<file path="src/rtl/reg_arb_pkg.sv">
// Shared constants and round-robin helpers for the register access arbiter.
package reg_arb_pkg;

    localparam int MIN_DATA_WIDTH = 8;
    localparam int MAX_DATA_WIDTH = 32;
    localparam int MAX_NUM_REQ    = 8;
    localparam int PTR_W          = $clog2(MAX_NUM_REQ);

    // First set bit of cand at or after ptr, wrapping within the first n bits.
    function automatic logic [MAX_NUM_REQ-1:0] rr_pick(
        input logic [MAX_NUM_REQ-1:0] cand,
        input logic [PTR_W-1:0]       ptr,
        input int                     n
    );
        logic [MAX_NUM_REQ-1:0] grant;
        logic                   found;
        int                     idx;
        grant = '0;
        found = 1'b0;
        for (int i = 0; i < MAX_NUM_REQ; i++) begin
            idx = (int'(ptr) + i) % n;
            if (i < n && !found && cand[idx]) begin
                grant[idx] = 1'b1;
                found      = 1'b1;
            end
        end
        return grant;
    endfunction

    function automatic logic [PTR_W-1:0] onehot_to_idx(input logic [MAX_NUM_REQ-1:0] oh);
        logic [PTR_W-1:0] idx;
        idx = '0;
        for (int i = 0; i < MAX_NUM_REQ; i++) begin
            if (oh[i]) idx = idx | PTR_W'(i);
        end
        return idx;
    endfunction

endpackage

</file>
<file path="src/rtl/shared_data_reg.sv">
// Storage register shared by all requesters; written only through the arbiter.
module shared_data_reg #(
    parameter int DATA_WIDTH = 8
) (
    input  logic                  clk,
    input  logic                  reset,
    input  logic                  we,
    input  logic [DATA_WIDTH-1:0] d,
    output logic [DATA_WIDTH-1:0] q
);

    always_ff @(posedge clk or posedge reset) begin
        if (reset) q <= '0;
        else if (we) q <= d;
    end

endmodule

</file>
<file path="src/rtl/reg_access_arbiter.sv">
// Round-robin arbiter granting one write and one read per cycle to a shared register.
// Optional write lock ownership is compiled in with the ARB_LOCK_EN macro.
module reg_access_arbiter
    import reg_arb_pkg::*;
#(
    parameter int DATA_WIDTH = 8,
    parameter int NUM_REQ    = 4
) (
    input  logic                          clk,
    input  logic                          reset,
    input  logic [NUM_REQ-1:0]            req_valid,
    input  logic [NUM_REQ-1:0]            req_write,
    input  logic [NUM_REQ*DATA_WIDTH-1:0] req_wdata,
    output logic [NUM_REQ-1:0]            req_ready,
    output logic [NUM_REQ-1:0]            rsp_valid,
    output logic [DATA_WIDTH-1:0]         rsp_rdata,
    output logic [DATA_WIDTH-1:0]         reg_q
`ifdef ARB_LOCK_EN
    ,
    input  logic [NUM_REQ-1:0]            req_lock,
    output logic                          lock_owner_valid,
    output logic [$clog2(NUM_REQ)-1:0]    lock_owner
`endif
);

    localparam int IDX_W = $clog2(NUM_REQ);

    // Handshake: a request transfers at a rising edge where req_valid[i] & req_ready[i];
    // req_ready depends combinationally on req_valid/req_write and is 0 during reset.
    logic [IDX_W-1:0]       wr_ptr, rd_ptr;
    logic [NUM_REQ-1:0]     wr_mask, wr_cand, rd_cand, wr_grant, rd_grant;
    logic [MAX_NUM_REQ-1:0] wr_pick, rd_pick;
    logic [IDX_W-1:0]       wr_idx, rd_idx;
    logic                   wr_fire, rd_fire;
    logic [DATA_WIDTH-1:0]  wr_data, rd_fwd;

`ifdef ARB_LOCK_EN
    assign wr_mask = lock_owner_valid ? (NUM_REQ'(1) << lock_owner) : '1;
`else
    assign wr_mask = '1;
`endif

    always_comb begin
        wr_cand  = req_valid & req_write & wr_mask;
        rd_cand  = req_valid & ~req_write;
        wr_pick  = rr_pick(MAX_NUM_REQ'(wr_cand), PTR_W'(wr_ptr), NUM_REQ);
        rd_pick  = rr_pick(MAX_NUM_REQ'(rd_cand), PTR_W'(rd_ptr), NUM_REQ);
        wr_grant = reset ? '0 : wr_pick[NUM_REQ-1:0];
        rd_grant = reset ? '0 : rd_pick[NUM_REQ-1:0];
        wr_idx   = IDX_W'(onehot_to_idx(wr_pick));
        rd_idx   = IDX_W'(onehot_to_idx(rd_pick));
        wr_fire  = |wr_grant;
        rd_fire  = |rd_grant;
        wr_data  = req_wdata[wr_idx*DATA_WIDTH +: DATA_WIDTH];
        // Write-first: a read accepted alongside a write sees the new value.
        rd_fwd   = wr_fire ? wr_data : reg_q;
    end

    assign req_ready = wr_grant | rd_grant;

    shared_data_reg #(.DATA_WIDTH(DATA_WIDTH)) u_storage (
        .clk   (clk),
        .reset (reset),
        .we    (wr_fire),
        .d     (wr_data),
        .q     (reg_q)
    );

    always_ff @(posedge clk or posedge reset) begin
        if (reset) begin
            wr_ptr <= '0;
            rd_ptr <= '0;
        end else begin
            if (wr_fire) wr_ptr <= (wr_idx == IDX_W'(NUM_REQ - 1)) ? '0 : wr_idx + 1'b1;
            if (rd_fire) rd_ptr <= (rd_idx == IDX_W'(NUM_REQ - 1)) ? '0 : rd_idx + 1'b1;
        end
    end

    always_ff @(posedge clk or posedge reset) begin
        if (reset) begin
            rsp_valid <= '0;
            rsp_rdata <= '0;
        end else begin
            rsp_valid <= rd_grant;
            if (rd_fire) rsp_rdata <= rd_fwd;
        end
    end

`ifdef ARB_LOCK_EN
    // Only the owner can be granted while locked, so any unlocking write releases.
    always_ff @(posedge clk or posedge reset) begin
        if (reset) begin
            lock_owner_valid <= 1'b0;
            lock_owner       <= '0;
        end else if (wr_fire) begin
            if (req_lock[wr_idx]) begin
                lock_owner_valid <= 1'b1;
                lock_owner       <= wr_idx;
            end else if (lock_owner_valid && wr_idx == lock_owner) begin
                lock_owner_valid <= 1'b0;
            end
        end
    end
`endif

endmodule

</file>
<file path="config.mk">
export PLATFORM = sky130hd
export DESIGN_NAME = reg_access_arbiter
export DESIGN_NICKNAME = d
export VERILOG_FILES = /design/src/rtl/reg_arb_pkg.sv /design/src/rtl/shared_data_reg.sv /design/src/rtl/reg_access_arbiter.sv
export SDC_FILE = /design/constraint.sdc
export NUM_CORES = 1
export LEC_CHECK = 0
export CAP_MARGIN = 20
export CORE_MARGIN = 2
export CORE_UTILIZATION = 45
export DETAILED_ROUTE_END_ITERATION = 16
export HOLD_SLACK_MARGIN = 0.08
export PLACE_DENSITY = 0.82
export SLEW_MARGIN = 30
export SYNTH_ARGS = -nofsm -noshare
export SYNTH_HDL_FRONTEND = slang
export SYNTH_SLANG_ARGS = --single-unit
</file>
<file path="constraint.sdc">
create_clock -name clk -period 7.1 [get_ports clk]
set_input_delay 1.42 -clock clk [delete_from_list [all_inputs] [get_ports clk]]
set_output_delay 1.42 -clock clk [all_outputs]
set_load 0.01 [all_outputs]
</file>
==> metrics.yaml <==
routing:
  dr.first_iter.drc_count: 103
  drt_pass1_iterations: 4
  final_antenna_net_count: 0
  routed_wl_mm: 5.540
  via_per_inst: 6.065
  drc: 0
  wl_per_cell_um: 17.05
  vias: 1971
critical_path:
  crit_arrival_ps: 4220
  crit_path_start: "req_write[0]"
  crit_fanout: 8
  crit_family: "buffers and inverters"
  worstPathRequired_ps: 5680
  critPathKind: "in2out"
  end_kind: "output pin"
  slowest_delay_ps: 640
  cpMostUsedCell: "clkdlybuf4s50_1"
  r2r_start: "rd_ptr[0]"
  startpoint_type: "primary input"
  critPathSlowestCell: "clkdlybuf4s50_1"
  critical_path_buf_inv_count: 2
  crit_chain: "clkdlybuf4s50_1 > nor2b_4 > mux4_2 > a22o_1 > a221oi_1 > a21oi_1 > clkdlybuf4s50_1"
clock_network:
  htreeDepth: 1
  clock_path_buffers: 2
  cts-buffers-inserted: 3
  cts_tree: "built"
  cts.clk_slew.worst_paths_ps: 80
  cts.sink_count: 24
  cts-resized-gates: 0
  ctsHoldBuffers: 0
  insertion_delay_ps: 270
  post_cts_buffers: 0
  clockRootBuffer: "clkbuf_8"
logic_synthesis:
  syn_avg_cell_area_um2: 9.688
  muxShareOfSynthArea_pct: 9.716
  synth_most_common_cell: "dfrtp_1"
  synth.top_cells.by_count: "dfrtp_1, nand2_1, ha_1"
  synth_fa_ha_area_share_pct: 9.656
  yosysTopAreaCell: "dfrtp_1"
  synth_xor_xnor_area_share_pct: 0.8449
  syn_area_um2: 2073
  seq_area_frac_synth_pct: 28.97
  synth_top_family_by_area: "compound AO/OA/AOI/OAI gates"
  yosys_most_used_dff: "dfrtp_1"
  async_reset_ff_share_pct: 100.0
  yosysUniqueCellTypes: 54
  syn_nets: 272
  postSynthCellCount: 214
  synth_compound_area_share_pct: 26.74
  synth_seq_cells: 24
  ys.warnings.count: 0
  yosys.area_share.simple_pct: 18.47
  yosys-top-cells-area: "dfrtp_1, ha_1, mux4_2"
  netlist.area_leader.share_pct: 28.97
  synth_edf_count: 0
floorplanning:
  num_rows: 24
  start_util_pct: 47.29
  ios: 66
  die-area_um2: 5166
  die_w_um: 71.88
  dieHeight_um: 71.88
  core_um2: 4384
final_layout:
  final_layout_size_suffix_gt1_share_pct: 9.158
  fill_cells: 397
  final_cells: 325
  n_antenna_cell: 0
  num-nets-final: 332
  area_growth_pct: 33.80
timing:
  tightest_slew_ps: 759.7
  fin_worst_skew_ps: 7.555
  timing.fmax_mhz: 177.2
  period_needed_ps: 5643
  tns_ps: 0
  slew_violations: 0
  rsz0062_at_grt: "false"
  setup_violations: 0
  relSlewSlack_pct: 49.35
  hold_violations: 0
  finalCritPeriodShare_pct: 79.48
place:
  dp_hpwl_mm: 4.228
  dp_cells: 321
  port_buffers: 65
  gp_congestion: 0.9630
power_and_ir_drop:
  peakVddDrop_mv: 0.1920
  total_power_mw: 1.206
  powerDensity_nw_per_um2: 434.6
  p_leak_nw: 1.083
hold_path:
  min_from: "rsp_rdata[6]"
  hold_path.class: "reg2reg"
global_route:
  grt_pass1_wl_mm: 9.252
  grt_use_total_pct: 22.32
  grt_max_degree: 32
  overflow: 0
  grt_pass1_vias: 1913
  antenna_found_initial: 0
run:
  cap_viol_max_count: 0
status:
  status: "finished, final reports clean"
final cells by class:
class | instances | area [um2] | area share [%]
clock buffer | 3 | 41.29 | 1.488
clock inverter | 1 | 30.03 | 1.083
inverter | 6 | 22.52 | 0.8119
multi-input combinational | 173 | 1356 | 48.89
sequential | 24 | 600.6 | 21.65
tap | 52 | 65.06 | 2.346
timing repair buffer | 66 | 658.1 | 23.73
cells in the final DEF (no fill, tap or decap), types with 2 or more instances in the layout:
cell / count
clkbuf_8: 3
and3_1: 3
and2_1: 4
o22ai_1: 15
mux4_2: 6
o21ai_2: 2
nand4b_1: 3
ha_1: 16
nor2b_1: 2
clkdlybuf4s50_1: 65
nand3b_1: 2
nand3_1: 7
dfrtp_1: 24
nand2b_1: 3
a221oi_1: 4
a31oi_1: 2
and4_1: 2
o21ai_0: 6
o2bb2ai_1: 7
nand4_1: 4
nand2_1: 18
nor2b_4: 2
nor2_1: 9
inv_1: 4
mux2i_1: 3
a32oi_1: 3
a22o_1: 4
nor3_1: 4
o211ai_1: 3
a21oi_1: 13
o31ai_1: 7
a221oi_2: 2
worst paths after layout:
| check | end | slack, ps | cells after the start |
|---|---|---|---|
| max in group asynchronous | u_storage.q[6] | 4950 | 3 |
| setup reg to reg | rsp_rdata[2] | 3470 | 8 |
| min in group asynchronous | rd_ptr[0] | 1870 | 3 |
| hold / removal | rsp_rdata[6] | 480 | 2 |
| setup / recovery | req_ready[3] | 1460 | 7 |
| hold reg to reg | rsp_rdata[6] | 480 | 2 |
report_power, final:
part	total (mW)	switching [mW]	internal, mW	leakage [nW]
combinational	0.822	0.449	0.373	0.759
sequential	0.261	0.0576	0.204	0.288
clock	0.122	0.0464	0.0754	0.0357
total	1.21	0.553	0.653	1.08
metal layers:
metal	track usage (%)	vias up	wire length [um]
li1	-	957	-
met1	31.15	950	2477
met2	36.83	56	2755
met3	2.813	8	219
met4	5.870	0	87
met5	0	-	0
per-stage QoR:
stage | setup slack (ps) | utilization (%) | hold slack (ps) | area [um2]
6_report | 1457 | 63.27 | 482.6 | 2774
5_1_grt | 1346 | 63.27 | 506.0 | 2774
4_1_cts | 1478 | 63.27 | 488.7 | 2774
3_5_place_dp | 1484 | 61.64 | 468.8 | 2703
3_3_place_gp | 1599 | 61.64 | 460.2 | 2703
2_1_floorplan | 2729 | - | 510.0 | 2073
kinds of logic after synthesis:
kind of cell	after synthesis
AOI/OAI and AO/OA	75
xor gates and xnor gates	2
adders and majority gates	16
buffers and inverters	17
DFF	24
muxes	12
and+or+nand+nor	68
flip-flops by register name, summed over array words and instances, names as in the netlist:
| signal | cells |
|---|---|
| u_storage.q | 8 |
| rsp_valid | 4 |
| rd_ptr | 2 |
| wr_ptr | 2 |
| rsp_rdata | 8 |
worst reg2reg max path: cells and delay by family (launching register included):
family	cells	cell delay, ps
AOI/OAI and AO/OA	3	1500
muxes	2	730
DFF	1	590
adders and majority gates	1	390
buffers and inverters	1	160
and+or+nand+nor	1	160
No activity file was read; power rests on OpenSTA's default activity.
